## config.mk

```make
export PLATFORM = sky130hd
export DESIGN_NAME = multicycle_ctrl_flat
export DESIGN_NICKNAME = d
export VERILOG_FILES = /design/src/rtl/multicycle_ctrl_if.sv /design/src/rtl/multicycle_ctrl.sv /design/src/flat_wrapper.sv
export SDC_FILE = /design/constraint.sdc
export NUM_CORES = 1
export LEC_CHECK = 0
export CAP_MARGIN = 0
export CORE_MARGIN = 3
export CORE_UTILIZATION = 45
export CTS_CLUSTER_SIZE = 16
export DETAILED_ROUTE_END_ITERATION = 8
export GPL_TIMING_DRIVEN = 0
export PLACE_DENSITY = 0.85
export SETUP_SLACK_MARGIN = 0.4
export SYNTH_ARGS = -nofsm -noshare
export SYNTH_HDL_FRONTEND = slang
export SYNTH_SLANG_ARGS = --single-unit
```

## constraint.sdc

```tcl
create_clock -name clk -period 4.04 [get_ports clk]
set_input_delay 0.808 -clock clk [delete_from_list [all_inputs] [get_ports clk]]
set_output_delay 0.808 -clock clk [all_outputs]
set_load 0.01 [all_outputs]
```

## src/rtl/multicycle_ctrl_if.sv

```systemverilog
// Control/status bundle between the multi-cycle controller (master) and the
// datapath, ALU, register file and data memory (slave).
interface multicycle_ctrl_if;
  logic [6:0] opcode;
  logic [2:0] funct3;
  logic       instr30;
  logic       zero;
  logic       mem_ready;

  logic [3:0] aluop;
  logic [1:0] alu_src_a;
  logic [1:0] alu_src_b;
  logic       pc_src;
  logic [1:0] wb_sel;
  logic       pc_we;
  logic       oldpc_we;
  logic       ir_we;
  logic       rf_we;
  logic       mem_re;
  logic       mem_we;
  logic       trap;
  logic [3:0] state;

  modport master (
    input  opcode, funct3, instr30, zero, mem_ready,
    output aluop, alu_src_a, alu_src_b, pc_src, wb_sel,
           pc_we, oldpc_we, ir_we, rf_we, mem_re, mem_we, trap, state
  );

  modport slave (
    output opcode, funct3, instr30, zero, mem_ready,
    input  aluop, alu_src_a, alu_src_b, pc_src, wb_sel,
           pc_we, oldpc_we, ir_we, rf_we, mem_re, mem_we, trap, state
  );
endinterface

```

## src/rtl/multicycle_ctrl.sv

```systemverilog
// Moore-FSM control unit for the multi-cycle RV32I-subset CPU.
// Define ILLEGAL_TRAP_EN to park illegal instructions in TRAP; otherwise they are NOPs.
//
// state      | meaning
// IDLE       | after reset, nothing asserted
// FETCH      | load IR, save OLDPC, PC <= PC + 4
// DECODE     | ALUOUT <= OLDPC + IMM, dispatch on opcode
// EXEC_R     | A op B
// EXEC_I     | A + IMM
// EXEC_LUI   | pass IMM
// EXEC_AUIPC | OLDPC + IMM
// ALU_WB     | rd <= ALUOUT
// MEM_ADDR   | address A + IMM
// MEM_RD     | load request, wait for mem_ready
// MEM_WB     | rd <= MDR
// MEM_WR     | store request, wait for mem_ready
// BRANCH     | compare A/B, PC <= ALUOUT if taken
// JAL        | PC <= ALUOUT, rd <= PC
// JALR       | PC <= A + IMM, rd <= PC
// TRAP       | illegal instruction, held until reset
module multicycle_ctrl (
  input  logic               clk,
  input  logic               rst,
  multicycle_ctrl_if.master  bus
);
  localparam logic [3:0] ALU_ADD  = 4'b0000;
  localparam logic [3:0] ALU_SUB  = 4'b0001;
  localparam logic [3:0] ALU_PASS = 4'b0010;
  localparam logic [3:0] ALU_NULL = 4'b1111;

  localparam logic [6:0] OP_R     = 7'b0110011;
  localparam logic [6:0] OP_I     = 7'b0010011;
  localparam logic [6:0] OP_LUI   = 7'b0110111;
  localparam logic [6:0] OP_AUIPC = 7'b0010111;
  localparam logic [6:0] OP_LOAD  = 7'b0000011;
  localparam logic [6:0] OP_STORE = 7'b0100011;
  localparam logic [6:0] OP_BR    = 7'b1100011;
  localparam logic [6:0] OP_JAL   = 7'b1101111;
  localparam logic [6:0] OP_JALR  = 7'b1100111;

  typedef enum logic [3:0] {
    IDLE       = 4'd0,
    FETCH      = 4'd1,
    DECODE     = 4'd2,
    EXEC_R     = 4'd3,
    EXEC_I     = 4'd4,
    EXEC_LUI   = 4'd5,
    EXEC_AUIPC = 4'd6,
    ALU_WB     = 4'd7,
    MEM_ADDR   = 4'd8,
    MEM_RD     = 4'd9,
    MEM_WB     = 4'd10,
    MEM_WR     = 4'd11,
    BRANCH     = 4'd12,
    JAL        = 4'd13,
    JALR       = 4'd14,
    TRAP       = 4'd15
  } state_t;

`ifdef ILLEGAL_TRAP_EN
  localparam state_t ILLEGAL_NEXT = TRAP;
`else
  localparam state_t ILLEGAL_NEXT = FETCH;
`endif

  state_t state_q, state_d, decode_next;

  always_ff @(posedge clk) begin
    if (rst) state_q <= IDLE;
    else     state_q <= state_d;
  end

  always_comb begin
    decode_next = ILLEGAL_NEXT;
    case (bus.opcode)
      OP_R:     if (bus.funct3 == 3'b000) decode_next = EXEC_R;
      OP_I:     if (bus.funct3 == 3'b000) decode_next = EXEC_I;
      OP_LUI:   decode_next = EXEC_LUI;
      OP_AUIPC: decode_next = EXEC_AUIPC;
      OP_LOAD,
      OP_STORE: if (bus.funct3 == 3'b010) decode_next = MEM_ADDR;
      OP_BR:    if (bus.funct3[2:1] == 2'b00) decode_next = BRANCH;
      OP_JAL:   decode_next = JAL;
      OP_JALR:  decode_next = JALR;
      default:  decode_next = ILLEGAL_NEXT;
    endcase
  end

  always_comb begin
    state_d = state_q;
    case (state_q)
      IDLE:       state_d = FETCH;
      FETCH:      state_d = DECODE;
      DECODE:     state_d = decode_next;
      EXEC_R,
      EXEC_I,
      EXEC_LUI,
      EXEC_AUIPC: state_d = ALU_WB;
      MEM_ADDR:   state_d = (bus.opcode == OP_LOAD) ? MEM_RD : MEM_WR;
      MEM_RD:     if (bus.mem_ready) state_d = MEM_WB;
      MEM_WR:     if (bus.mem_ready) state_d = FETCH;
`ifdef ILLEGAL_TRAP_EN
      TRAP:       state_d = TRAP;
`endif
      default:    state_d = FETCH;
    endcase
  end

  always_comb begin
    bus.aluop     = ALU_NULL;
    bus.alu_src_a = 2'b00;
    bus.alu_src_b = 2'b00;
    bus.pc_src    = 1'b0;
    bus.wb_sel    = 2'b00;
    bus.pc_we     = 1'b0;
    bus.oldpc_we  = 1'b0;
    bus.ir_we     = 1'b0;
    bus.rf_we     = 1'b0;
    bus.mem_re    = 1'b0;
    bus.mem_we    = 1'b0;
    bus.trap      = 1'b0;
    case (state_q)
      FETCH: begin
        bus.ir_we     = 1'b1;
        bus.oldpc_we  = 1'b1;
        bus.pc_we     = 1'b1;
        bus.aluop     = ALU_ADD;
        bus.alu_src_b = 2'b10;
      end
      DECODE: begin
        bus.aluop     = ALU_ADD;
        bus.alu_src_a = 2'b01;
        bus.alu_src_b = 2'b01;
      end
      EXEC_R: begin
        bus.aluop     = bus.instr30 ? ALU_SUB : ALU_ADD;
        bus.alu_src_a = 2'b10;
      end
      EXEC_I, MEM_ADDR: begin
        bus.aluop     = ALU_ADD;
        bus.alu_src_a = 2'b10;
        bus.alu_src_b = 2'b01;
      end
      EXEC_LUI: begin
        bus.aluop     = ALU_PASS;
        bus.alu_src_b = 2'b01;
      end
      EXEC_AUIPC: begin
        bus.aluop     = ALU_ADD;
        bus.alu_src_a = 2'b01;
        bus.alu_src_b = 2'b01;
      end
      ALU_WB: bus.rf_we = 1'b1;
      MEM_RD: bus.mem_re = 1'b1;
      MEM_WB: begin
        bus.rf_we  = 1'b1;
        bus.wb_sel = 2'b01;
      end
      MEM_WR: bus.mem_we = 1'b1;
      // funct3[0] selects bne: taken when the operands differ
      BRANCH: begin
        bus.aluop     = ALU_SUB;
        bus.alu_src_a = 2'b10;
        bus.pc_src    = 1'b1;
        bus.pc_we     = bus.zero ^ bus.funct3[0];
      end
      JAL: begin
        bus.pc_we  = 1'b1;
        bus.pc_src = 1'b1;
        bus.rf_we  = 1'b1;
        bus.wb_sel = 2'b10;
      end
      JALR: begin
        bus.aluop     = ALU_ADD;
        bus.alu_src_a = 2'b10;
        bus.alu_src_b = 2'b01;
        bus.pc_we     = 1'b1;
        bus.rf_we     = 1'b1;
        bus.wb_sel    = 2'b10;
      end
`ifdef ILLEGAL_TRAP_EN
      TRAP: bus.trap = 1'b1;
`endif
      default: ;
    endcase
  end

  assign bus.state = state_q;
endmodule

```

## src/flat_wrapper.sv

```systemverilog
// flat-port wrapper written by rule: the top's interface ports become plain ports
module multicycle_ctrl_flat 
  (clk, rst, bus_opcode, bus_funct3, bus_instr30, bus_zero, bus_mem_ready, bus_aluop, bus_alu_src_a, bus_alu_src_b, bus_pc_src, bus_wb_sel, bus_pc_we, bus_oldpc_we, bus_ir_we, bus_rf_we, bus_mem_re, bus_mem_we, bus_trap, bus_state);
  multicycle_ctrl_if bus_i ();
  input  logic clk;
  input  logic rst;
  input wire logic [$bits(bus_i.opcode)-1:0] bus_opcode;
  input wire logic [$bits(bus_i.funct3)-1:0] bus_funct3;
  input wire logic [$bits(bus_i.instr30)-1:0] bus_instr30;
  input wire logic [$bits(bus_i.zero)-1:0] bus_zero;
  input wire logic [$bits(bus_i.mem_ready)-1:0] bus_mem_ready;
  output wire logic [$bits(bus_i.aluop)-1:0] bus_aluop;
  output wire logic [$bits(bus_i.alu_src_a)-1:0] bus_alu_src_a;
  output wire logic [$bits(bus_i.alu_src_b)-1:0] bus_alu_src_b;
  output wire logic [$bits(bus_i.pc_src)-1:0] bus_pc_src;
  output wire logic [$bits(bus_i.wb_sel)-1:0] bus_wb_sel;
  output wire logic [$bits(bus_i.pc_we)-1:0] bus_pc_we;
  output wire logic [$bits(bus_i.oldpc_we)-1:0] bus_oldpc_we;
  output wire logic [$bits(bus_i.ir_we)-1:0] bus_ir_we;
  output wire logic [$bits(bus_i.rf_we)-1:0] bus_rf_we;
  output wire logic [$bits(bus_i.mem_re)-1:0] bus_mem_re;
  output wire logic [$bits(bus_i.mem_we)-1:0] bus_mem_we;
  output wire logic [$bits(bus_i.trap)-1:0] bus_trap;
  output wire logic [$bits(bus_i.state)-1:0] bus_state;
  assign bus_i.opcode = bus_opcode;
  assign bus_i.funct3 = bus_funct3;
  assign bus_i.instr30 = bus_instr30;
  assign bus_i.zero = bus_zero;
  assign bus_i.mem_ready = bus_mem_ready;
  assign bus_aluop = bus_i.aluop;
  assign bus_alu_src_a = bus_i.alu_src_a;
  assign bus_alu_src_b = bus_i.alu_src_b;
  assign bus_pc_src = bus_i.pc_src;
  assign bus_wb_sel = bus_i.wb_sel;
  assign bus_pc_we = bus_i.pc_we;
  assign bus_oldpc_we = bus_i.oldpc_we;
  assign bus_ir_we = bus_i.ir_we;
  assign bus_rf_we = bus_i.rf_we;
  assign bus_mem_re = bus_i.mem_re;
  assign bus_mem_we = bus_i.mem_we;
  assign bus_trap = bus_i.trap;
  assign bus_state = bus_i.state;
  multicycle_ctrl u_core (.clk(clk), .rst(rst), .bus(bus_i));
endmodule
```

======== Yosys cells after proc, flatten, opt, wreduce, memory -nomap -nowiden ========
Cells that the tools add are included.
storage, ports and cells
  flip-flop bits (word level) ............. 4
  latch bits .............................. 0
  bits in writable memories ............... 0
  bits in read-only memories .............. 0
  input bits .............................. 15
  output and inout port bits .............. 22
  word-level logic and storage cells ...... 61
  memories kept ........................... 0
cells by class
  add/sub/neg operators ................... 0
  multiply operators ...................... 0
  divide/modulo/power cells ............... 0
  magnitude comparators ................... 0
  eq/ne operators ......................... 26
  shifts and indexed selects .............. 0
  muxes and demuxes ....................... 20
  bitwise operators ....................... 1
  reductions and logical operators ........ 13
operators with widths
  kind                                                                   number
  4-bit case mux with 8 select lines                                     1
  4-bit equality test, second input constant                             7
  4-bit case mux with 6 select lines                                     1
  7-bit by 6-bit equality test with 1-bit output, second input constant  3
  7-bit equality test, second input constant                             3
  4-bit by 3-bit equality test with 1-bit output, second input constant  4
  4-bit two-way mux                                                      4
  4-bit case mux with 4 select lines                                     1
  7-bit by 5-bit equality test with 1-bit output, second input constant  2
  2-bit case mux with 2 select lines                                     3
  6-bit OR reduction                                                     2
  4-bit by 2-bit equality test with 1-bit output, second input constant  2
  2-bit OR reduction                                                     4
  4-bit OR reduction                                                     2
  7-bit by 2-bit equality test with 1-bit output, second input constant  1
  1-bit two-way mux                                                      6
  5-bit OR reduction                                                     1
  4-bit by 1-bit equality test with 1-bit output, second input constant  1
  2-bit two-way mux                                                      2
  2-bit inequality test, second input constant                           2
  3-bit by 2-bit equality test with 1-bit output, second input constant  1
  3-bit logical NOT                                                      1
  3-bit two-way mux                                                      1
  3-bit OR reduction                                                     1
  other kinds (4)                                                        4

======== Longest topological paths before layout ========
  depth after elaboration ................. 4
  mapped depth ............................ 6
  mapped depth without buffers ............ 4

======== Worst setup path after synthesis ========
No wires, ideal clock.
  path type ............................... reg-to-output
  start point ............................. reg u_core.state_q[0] (netlist: u_core.bus.state[0])
  end point ............................... out bus_oldpc_we
  data arrival time ....................... 1.586 ns
  data required time ...................... 3.232 ns
  setup slack ............................. 1.646 ns
  cell stages (with the launch flop) ...... 6
  buffers on the path ..................... 3
  cell sequence ........................... dfxtp_1 -> clkbuf_1 -> buf_2 -> nand2_1 -> nor3_1 -> buf_4
between the ends
  cells in the longest elaborated chain, start to end .. 2
ends and longest elaborated chain
  item                                            line                   RTL
  start, declared                                 multicycle_ctrl.sv:66  state_t state_q, state_d, decode_next;
  start signal, assigned                          multicycle_ctrl.sv:70  else state_q <= state_d;
  4-bit by 1-bit equality test with 1-bit output  --
  1-bit two-way mux                               --
  end, declared                                   flat_wrapper.sv:18     output wire logic [$bits(bus_i.oldpc_we)-1:0] bus_oldpc_we;
No other way between the ends.

======== Final worst setup path ========
  start point ............................. in bus_funct3[0]
  end point ............................... out bus_pc_we
between the ends
  cells in the longest elaborated chain, start to end .. 2
ends and longest elaborated chain
  item                                line                    RTL
  start, declared                     flat_wrapper.sv:8       input wire logic [$bits(bus_i.funct3)-1:0] bus_funct3;
  1-bit XOR                           multicycle_ctrl.sv:165  bus.pc_we = bus.zero ^ bus.funct3[0];
  1-bit case mux with 2 select lines  multicycle_ctrl.sv:122  case (state_q)
  end, declared                       flat_wrapper.sv:17      output wire logic [$bits(bus_i.pc_we)-1:0] bus_pc_we;
No other way between the ends.

==> flow_summary.toml <==
[status]
status = "finished, final reports clean"

[setup_path]
crit_type = "input port to output pin"
cp.depth = 5
reg2reg_depth = 6
r2r-end = "u_core.bus.state[3]"
worstPathArrival_ns = 2.39
r2r-start = "u_core.bus.state[1]"
regToRegSetupSlack_ns = 2.52
worst_ep_required_time_ns = 3.23
max_stage_delay_ns = 0.58
startpoint = "bus_funct3[0]"
critPathMaxFanout = 4
cp-start-kind = "input port"
critPathSlowestCell = "clkdlybuf4s50_1"
crit_chain = "clkdlybuf4s50_1, xor2_1, nor2_1, o32ai_1, clkdlybuf4s50_1"
critical_path_buf_inv_count = 2
cpMostUsedCell = "clkdlybuf4s50_1"
critPathTopFamily = "buffers and inverters"
endpoint = "bus_pc_we"
endpoint_kind = "output pin"

[sta]
period_needed_ns = 3.20
finalSetupViolCount = 0
fin_setup_tns_ns = 0
fmax_ghz = 0.312
final_max_slew_viol_count = 0
timing.final.crit_share = 0.792
rsz0062_at_grt = "false"
timing.hold.ws_ns = 0.742
hold_viol_final = 0
skew_ns = 0.00443

[floorplanning]
rows = 15
io_pins = 37
die_h_um = 49.3
core-area_mm2 = 0.00175
initial_utilization = 0.482
die_w_um = 49.3
die_area_mm2 = 0.00243

[yosys]
syn_nets = 145
yosys_warnings = 0
synth_cell_types = 46
synth_top_area_cell = "dfxtp_1"
synthTopCellsByArea = "dfxtp_1 9.5%, a21oi_1 5.9%, nor3_1 5.3%, nand2_1 5.3%, o21ai_0 4.2%"
netlist.area_leader.share = 0.0951
synth_edf_count = 0
avgSynthCellArea_um2 = 6.48
ys_seq_area_frac = 0.0951
synth_ff_type = "dfxtp_1"
async_flop_share = 0
netlist_area_um2 = 842
synth_seq_cells = 4
syn_inst = 130

[clock_network]
cts_tree = "done"
cts_setup_buffers = 0
cts.path.max_buffers = 2
cts_sinks = 4
htreeDepth = 1
cts-root-buf = "clkbuf_4"
cts_resized = 0
clkLatencyLatePin_ns = 0.24
cts_buffers = 3
clkTransAtPathRegs_ns = 0.04
hold_buffers = 0

[cells_and_area]
n_antenna_cell = 0
drive_above_1_share = 0.0964
area_growth_pct = 45.6
stdcell_count = 191
fin_area_mm2 = 0.00123
largest_register_ffs = 4
fin_nets = 183

[place]
io_buffers = 33
post_dp_cell_area_mm2 = 0.00120
place.gp.congestion = 0.917
dp_cells = 188
dp_hpwl_mm = 2.09

[global_route]
grt_pass1_vias = 1013
antenna_found_initial = 0
grt_max_degree = 11
grt_overflow = 0
grt_usage = 0.221
grt_pass1_wl_mm = 4.46

[routing]
num_vias = 1115
drtIter0Drc = 44
vias_per_cell = 5.84
wl_per_cell_um = 13.8
wl_mm = 2.63
drc = 0
drt-pass1-iter-count = 4
ant_nets = 0

[power_and_ir_drop]
ir_drop_uv = 178
power_uw = 204
power.density_mw_per_mm2 = 166
p_leak_uw = 0.000450

[flow_run]
cap_violations = 0

[worst_hold_path]
hp-class = "flop to flop"
==> cells in the mapped netlist (2+ instances only) <==
cell type,number
nand2_1,12
a21oi_1,10
nor2_1,9
nor3_1,9
o21ai_0,7
buf_2,6
clkbuf_1,6
inv_1,6
nand2b_1,5
nor2b_1,5
dfxtp_1,4
buf_4,3
nand3_1,3
o2111ai_1,3
o22ai_1,3
and2_1,2
and4_1,2
nor3b_1,2
o211ai_1,2
o21a_1,2
o221ai_1,2
xnor2_1,2
xor2_1,2
==> cells in the final DEF, fill, tap and decap left out, types with 2 or more instances in the layout <==
cell / instances
o21a_1: 2
o211ai_1: 2
clkbuf_4: 3
clkbuf_1: 6
clkdlybuf4s50_1: 33
nand2b_1: 5
dfxtp_1: 4
o22ai_1: 3
xor2_1: 2
nor3_1: 9
buf_2: 6
and2_1: 2
and4_1: 2
nor2b_1: 5
o2111ai_1: 3
o21ai_0: 7
nand3_1: 3
nand2_1: 12
buf_4: 3
inv_1: 6
o221ai_1: 2
xnor2_1: 2
a21oi_1: 10
nor2_1: 9
nor3b_1: 2
==> per-layer routing <==
metal | vias up | global-route usage | wire length (µm)
li1 | 544 | - | -
met1 | 510 | 0.269 | 1070
met2 | 57 | 0.408 | 1330
met3 | 4 | 0.0214 | 204
met4 | 0 | 0.0521 | 25
met5 | - | 0 | 0
==> where the power goes <==
| part | internal, µW | switching [µW] | total, µW |
|---|---|---|---|
| Clock | 33.3 | 17.5 | 50.8 |
| Combinational | 56.2 | 53.1 | 109 |
| Sequential | 41.2 | 2.78 | 44.0 |
==> per-stage QoR <==
step	utilization	worst slack, ns
finish	0.703	0.839
global route	0.703	0.691
CTS	0.703	0.824
detailed placement	0.690	0.824
global placement	0.690	0.827
floorplan	-	1.65
==> kinds of logic after synthesis <==
family                    Yosys count  share of synthesized area
xor gates and xnor gates            4                     0.0416
AOI/OAI and AO/OA                  41                      0.351
other                               1                    0.00445
and+or+nand+nor                    57                      0.366
muxes                               1                     0.0134
buffers and inverters              22                      0.129
DFF                                 4                     0.0951
==> worst min path at each step <==
stage / startpoint / to / slack (ns) / depth (start not counted)
global route: u_core.bus.state[2] / u_core.bus.state[3] / 0.78 / 3
global placement: u_core.bus.state[2] / u_core.bus.state[3] / 0.71 / 3
floorplan: u_core.bus.state[0] / u_core.bus.state[3] / 0.69 / 3
finish: u_core.bus.state[2] / u_core.bus.state[3] / 0.74 / 3
CTS: u_core.bus.state[2] / u_core.bus.state[3] / 0.73 / 3
detailed placement: u_core.bus.state[2] / u_core.bus.state[3] / 0.72 / 3
==> worst min-delay path, cell delays in order (launching register included) <==
cell       delay (ns)
dfxtp_1          0.35
nand2b_1         0.15
a21oi_1          0.07
o2bb2ai_1        0.12
==> final cells by class <==
| class | count | area, µm² |
|---|---|---|
| clock buffer | 3 | 22.5 |
| multi-input combinational | 104 | 653 |
| buffer | 16 | 86.3 |
| sequential | 4 | 80.1 |
| inverter | 6 | 22.5 |
| tap | 25 | 31.3 |
| fill | 175 | 519 |
| timing repair buffer | 33 | 330 |
Note: power is estimated with default switching activity, not from simulation.
